===== src/rtl/fsm_gen_pkg.sv =====
// Shared FSM state encoding and default sizing for the serial pattern transmitter.
// Imported by the top, its run tracker and the handshake interface.
package fsm_gen_pkg;

  typedef enum logic [1:0] {
    IDLE  = 2'd0,
    SHIFT = 2'd1,
    DONE  = 2'd2
  } state_e;

  localparam int DEF_WIDTH = 16;
  localparam int DEF_RUN   = 4;

endpackage


===== src/rtl/run_tracker.sv =====
// Tracks runs of identical emitted bits; z is registered and rises
// the cycle after a bit that makes the run reach RUN.
module run_tracker
  import fsm_gen_pkg::*;
#(
  parameter int RUN = DEF_RUN
) (
  input  logic clk,
  input  logic aclr,
  input  logic clear,
  input  logic bit_in,
  input  logic bit_valid,
  output logic z
);

  localparam int CW = $clog2(RUN + 1);
  typedef logic [CW-1:0] cnt_t;

  cnt_t cnt_q, cnt_d;
  logic last_q, last_d;
  logic z_q, z_d;

  always_comb begin
    cnt_d  = cnt_q;
    last_d = last_q;
    z_d    = 1'b0;
    if (clear) begin
      cnt_d = '0;
    end else if (bit_valid) begin
      last_d = bit_in;
      // a zero count marks the first bit of a frame
      if (cnt_q == '0 || bit_in != last_q) begin
        cnt_d = cnt_t'(1);
      end else if (cnt_q < cnt_t'(RUN)) begin
        cnt_d = cnt_q + 1'b1;
      end
      z_d = (cnt_d >= cnt_t'(RUN));
    end
  end

  always_ff @(posedge clk) begin
    if (aclr) begin
      cnt_q  <= '0;
      last_q <= 1'b0;
      z_q    <= 1'b0;
    end else begin
      cnt_q  <= cnt_d;
      last_q <= last_d;
      z_q    <= z_d;
    end
  end

  assign z = z_q;

endmodule


===== src/rtl/serial_pattern_tx.sv =====
// LSB-first serial pattern transmitter (IDLE/SHIFT/DONE), registered outputs.
// Define SERIAL_PATTERN_TX_EXPECT_EN to build the run tracker driving z_exp.
module serial_pattern_tx
  import fsm_gen_pkg::*;
#(
  parameter int WIDTH = DEF_WIDTH,
  parameter int RUN   = DEF_RUN
) (
  input  logic                   clk,
  input  logic                   aclr,
  input  logic                   start,
  input  logic [WIDTH-1:0]       pattern,
  input  logic [$clog2(WIDTH):0] len,
  output logic                   w,
  output logic                   w_valid,
  output logic                   busy,
  output logic                   done,
  output logic                   z_exp
);

  localparam int LW = $clog2(WIDTH) + 1;
  typedef logic [LW-1:0] idx_t;

  state_e           state_q, state_d;
  logic [WIDTH-1:0] pat_q, pat_d;
  idx_t             len_q, len_d;
  idx_t             idx_q, idx_d;
  logic             w_q, w_d;
  logic             v_q, v_d;
  logic             busy_q, busy_d;
  logic             done_q, done_d;
  idx_t             len_eff;

  assign len_eff = (len > idx_t'(WIDTH)) ? idx_t'(WIDTH) : len;

  always_comb begin
    state_d = state_q;
    pat_d   = pat_q;
    len_d   = len_q;
    idx_d   = idx_q;
    w_d     = 1'b0;
    v_d     = 1'b0;
    busy_d  = busy_q;
    done_d  = 1'b0;
    unique case (state_q)
      IDLE: begin
        if (start) begin
          pat_d  = pattern;
          len_d  = len_eff;
          busy_d = 1'b1;
          if (len_eff == '0) begin
            state_d = DONE;
            done_d  = 1'b1;
          end else begin
            // first bit goes out the cycle right after acceptance
            state_d = SHIFT;
            w_d     = pattern[0];
            v_d     = 1'b1;
            idx_d   = idx_t'(1);
          end
        end
      end
      SHIFT: begin
        if (idx_q == len_q) begin
          state_d = DONE;
          done_d  = 1'b1;
        end else begin
          w_d   = pat_q[idx_q[LW-2:0]];
          v_d   = 1'b1;
          idx_d = idx_q + 1'b1;
        end
      end
      DONE: begin
        state_d = IDLE;
        busy_d  = 1'b0;
        idx_d   = '0;
      end
      default: begin
        state_d = IDLE;
        busy_d  = 1'b0;
        idx_d   = '0;
      end
    endcase
  end

  always_ff @(posedge clk) begin
    if (aclr) begin
      state_q <= IDLE;
      pat_q   <= '0;
      len_q   <= '0;
      idx_q   <= '0;
      w_q     <= 1'b0;
      v_q     <= 1'b0;
      busy_q  <= 1'b0;
      done_q  <= 1'b0;
    end else begin
      state_q <= state_d;
      pat_q   <= pat_d;
      len_q   <= len_d;
      idx_q   <= idx_d;
      w_q     <= w_d;
      v_q     <= v_d;
      busy_q  <= busy_d;
      done_q  <= done_d;
    end
  end

  assign w       = w_q;
  assign w_valid = v_q;
  assign busy    = busy_q;
  assign done    = done_q;

`ifdef SERIAL_PATTERN_TX_EXPECT_EN
  logic accept;

  assign accept = (state_q == IDLE) && start;

  run_tracker #(
    .RUN (RUN)
  ) u_run (
    .clk       (clk),
    .aclr      (aclr),
    .clear     (accept),
    .bit_in    (w_q),
    .bit_valid (v_q),
    .z         (z_exp)
  );
`else
  assign z_exp = 1'b0;
`endif

endmodule


===== config.mk =====
export PLATFORM = sky130hd
export DESIGN_NAME = serial_pattern_tx
export DESIGN_NICKNAME = d
export VERILOG_FILES = /design/src/rtl/fsm_gen_pkg.sv /design/src/rtl/run_tracker.sv /design/src/rtl/serial_pattern_tx.sv
export SDC_FILE = /design/constraint.sdc
export NUM_CORES = 1
export LEC_CHECK = 0
export ABC_AREA = 1
export BUFFER_PORTS_ARGS = -buffer_cell sky130_fd_sc_hd__buf_4
export CORE_MARGIN = 3
export CORE_UTILIZATION = 45
export DETAILED_ROUTE_END_ITERATION = 10
export PLACE_DENSITY_LB_ADDON = 0.2
export SYNTH_ARGS = -nofsm -noshare
export SYNTH_HDL_FRONTEND = slang
export SYNTH_SLANG_ARGS = --single-unit

===== constraint.sdc =====
create_clock -name clk -period 1.4 [get_ports clk]
set_clock_uncertainty 0.05 [all_clocks]
set_input_delay 0.21 -clock clk [delete_from_list [all_inputs] [get_ports clk]]
set_output_delay 0.21 -clock clk [all_outputs]
set_load 0.01 [all_outputs]

==> reports/qor.csv <==
stage,metric,value,unit
outcome,status,completed,
yosys,synthesized area,1540,sq um
setup_path,crit path DAT,1.51,ns
setup_path,WP data required,1.58,ns
layout,Non-Filler Instances,299,
grt,largest net degree at the start of global routing,41,
timing,post-layout min period,1.335,ns
grt,vias in the first global route,1345,
grt,first-pass GRT wire length,5.554,mm
layout,fin area,1993,sq um
grt,initial antenna violation count,0,
pwr,leakage,0.8862,nW
job,Max-Cap Viols,0,
clock_network,CTS Buffer Depth,2,
placement,DP Wirelength,2.372,mm
setup_path,CP Max Fanout,6,
timing,final hold viol count,0,
clock_network,Num CTS Buffers,5,
layout,NumNets Final,279,
setup_path,CP max stage delay,0.37,ns
placement,Post-DP Area,1873,sq um
layout,post-layout util,63.21,%
pwr,Gate power share,31.4,%
yosys,synth unique cells,26,
floorplanning,die area,4161,sq um
floorplanning,die width,64.51,microns
hold_path,Hold Path Class,input port to flip-flop,
placement,Port Buffers,27,
setup_path,Critical Path Start Type,flip-flop,
layout,"most common cell after layout, fill and taps aside",buf_4,
timing,Final setup viols,0,
layout,Area Growth Syn to Fin,29.41,%
clock_network,root buffer cell,clkbuf_4,
route,via count,1435,
clock_network,clk sinks,32,
layout,share of layout cells above drive strength 1,30.98,%
floorplanning,I/O pins,29,
setup_path,highest-delay cell along the critical path,dfxtp_4,
setup_path,crit path kind,flip-flop to flip-flop,
placement,placed cells,290,
route,routed wire length,3.241,mm
timing,Final Max Tran Viols,0,
pwr,Sw Share,32.02,%
route,DR WL/cell,10.84,microns
layout,"commonest cells after routing, fill and taps aside","buf_4 (41), nand2_1 (31), a21oi_1 (28), dfxtp_1 (28), inv_1 (27)",
timing,Worst Hold Slack,0.09613,ns
timing,Max Clk Rate,0.7492,GHz
floorplanning,Starting Density,48.85,%
yosys,register area share after synthesis,41.59,%
route,Residual DRC,0,
route,number of vias per cell,4.799,
route,Pre-antenna DRT Iters,4,
clock_network,hold-fix buffers at CTS,0,
pwr,PwrDens,1189,nW/um^2
grt,GR Overflow Total,0,
clock_network,"CTS clk-pin slew, worst paths",0.09,ns
clock_network,CTS tree,yes,
placement,RD Place Congestion,0.8172,
floorplanning,Core ar.,3153,sq um
clock_network,H-tree depth,2,
clock_network,clock latency on the worst-skew pair,0.33,ns
pwr,Reg power frac,45.8,%
timing,crit share post-route,95.35,%
yosys,Avg Inst Size Synth,7.197,sq um
pwr,Clock Power Share,22.8,%
layout,Fillers,308,
setup_path,CP Cell Sequence,buf_6 > nand2_2 > nand2_2 > nor2_4 > nand4_4 > nand2_4 > inv_2 > nor2_2 > nor2_1,
setup_path,CP dominant cell by count,nand2_2,
yosys,#FFs+latches synth,32,
grt,aggregate global-route resource usage,17.07,%
route,DRT iter0 DRCs,54,
pwr,Net Sw Power,0.7585,mW
layout,diode count,0,
pwr,Peak VDD IR,0.7524,mV
route,antenna-violating nets left,0,
floorplanning,Site Rows,20,
yosys,Post-Syn Nets,239,
pwr,internal power,1.611,mW
yosys,Post-Syn Instances,214,
yosys,Ys Warns,0,
setup_path,Worst setup EP type,flip-flop,
floorplanning,Die Y,64.51,microns
## registers in the layout (all words and copies together), names as in the netlist
name     count
pat_q       16
idx_q        5
len_q        5
state_q      2
busy         1
done         1
w            1
w_valid      1
## metal layers
| metal | vias to the layer above | GRT usage (%) | routed length [microns] |
|---|---|---|---|
| met5 | - | 0 | 0 |
| met4 | 0 | 5.541 | 45 |
| met3 | 5 | 5.719 | 156 |
| met2 | 30 | 30.28 | 1567 |
| met1 | 630 | 19.10 | 1472 |
| li1 | 770 | - | - |
## cell families (layout without fill, tap and decap cells)
family                     after synthesis  in the layout  synth area share, %
AOI/OAI and AO/OA                       55             55                19.25
adders and majority gates                1              1               0.8122
and+or+nand+nor                         78             78                24.61
other                                    1              1               0.2435
DFF                                     32             32                41.59
xor gates and xnor gates                 3              3                1.706
buffers and inverters                   44             85                11.78
## critical path: cells and delay by family, from the launching register on
family                 cells  cell delay, ns
and+or+nand+nor            7            0.64
buffers and inverters      2            0.17
DFF                        1            0.37
## power groups by stage
stage	Combinational (mW)	Clock (mW)	Sequential, mW
4_1_cts	0.715	0.561	1.08
2_1_floorplan	0.473	0	1.09
3_5_place_dp	0.703	0	1.10
3_3_place_gp	0.697	0	1.10
5_1_grt	0.844	0.609	1.10
6_report	0.743	0.541	1.09
## worst paths after layout
kind,cells past startpoint,to,slack [ns],start
min reg2reg,2,pat_q[4],0.41,pat_q[4]
max,9,idx_q[2],0.07,idx_q[1]
min,2,idx_q[1],0.1,aclr
max reg2reg,9,idx_q[2],0.07,idx_q[1]
## synthesized netlist by cell type (all sizes together)
library cell   n  area (sq um)
a211oi         4         30.03
a21oi         29         145.1
buf            5         35.03
clkbuf         6         22.52
conb           1         3.750
dfxtp         32         640.6
ha             1         12.51
inv           33         123.9
nand2         39         158.9
nand3         23         115.1
nand4          2         27.53
nor2          12         65.06
o21ai         22         121.4
or2            2         12.52
xnor2          2         17.52
xor2           1         8.760
## through the flow
step	power [mW]	worst slack (ns)	setup TNS, ns
after floorplan	1.559	0.1032	0
after global placement	1.795	-0.02400	-0.04283
after detailed placement	1.805	-0.03828	-0.07475
after CTS	2.358	0.004587	0
after global routing	2.553	-0.01844	-0.02492
final	2.369	0.06517	0
## final cells by class
cell class | instances | area [sq um] | share of cell area (%)
multi-input cells | 138 | 752.0 | 37.73
flip-flops and latches | 32 | 653.1 | 32.77
well taps | 44 | 55.05 | 2.762
inverters | 33 | 123.9 | 6.215
clock buffers | 8 | 58.81 | 2.950
repair buffers | 44 | 350.3 | 17.58
## repair_timing
item,in CTS,in global routing
hold endpoints to repair,0,0
pin swaps,0,8
setup buffers,0,1
endpoints found under the setup margin,4,6
resized for setup,3,17
(Power assumes the default switching activity.)
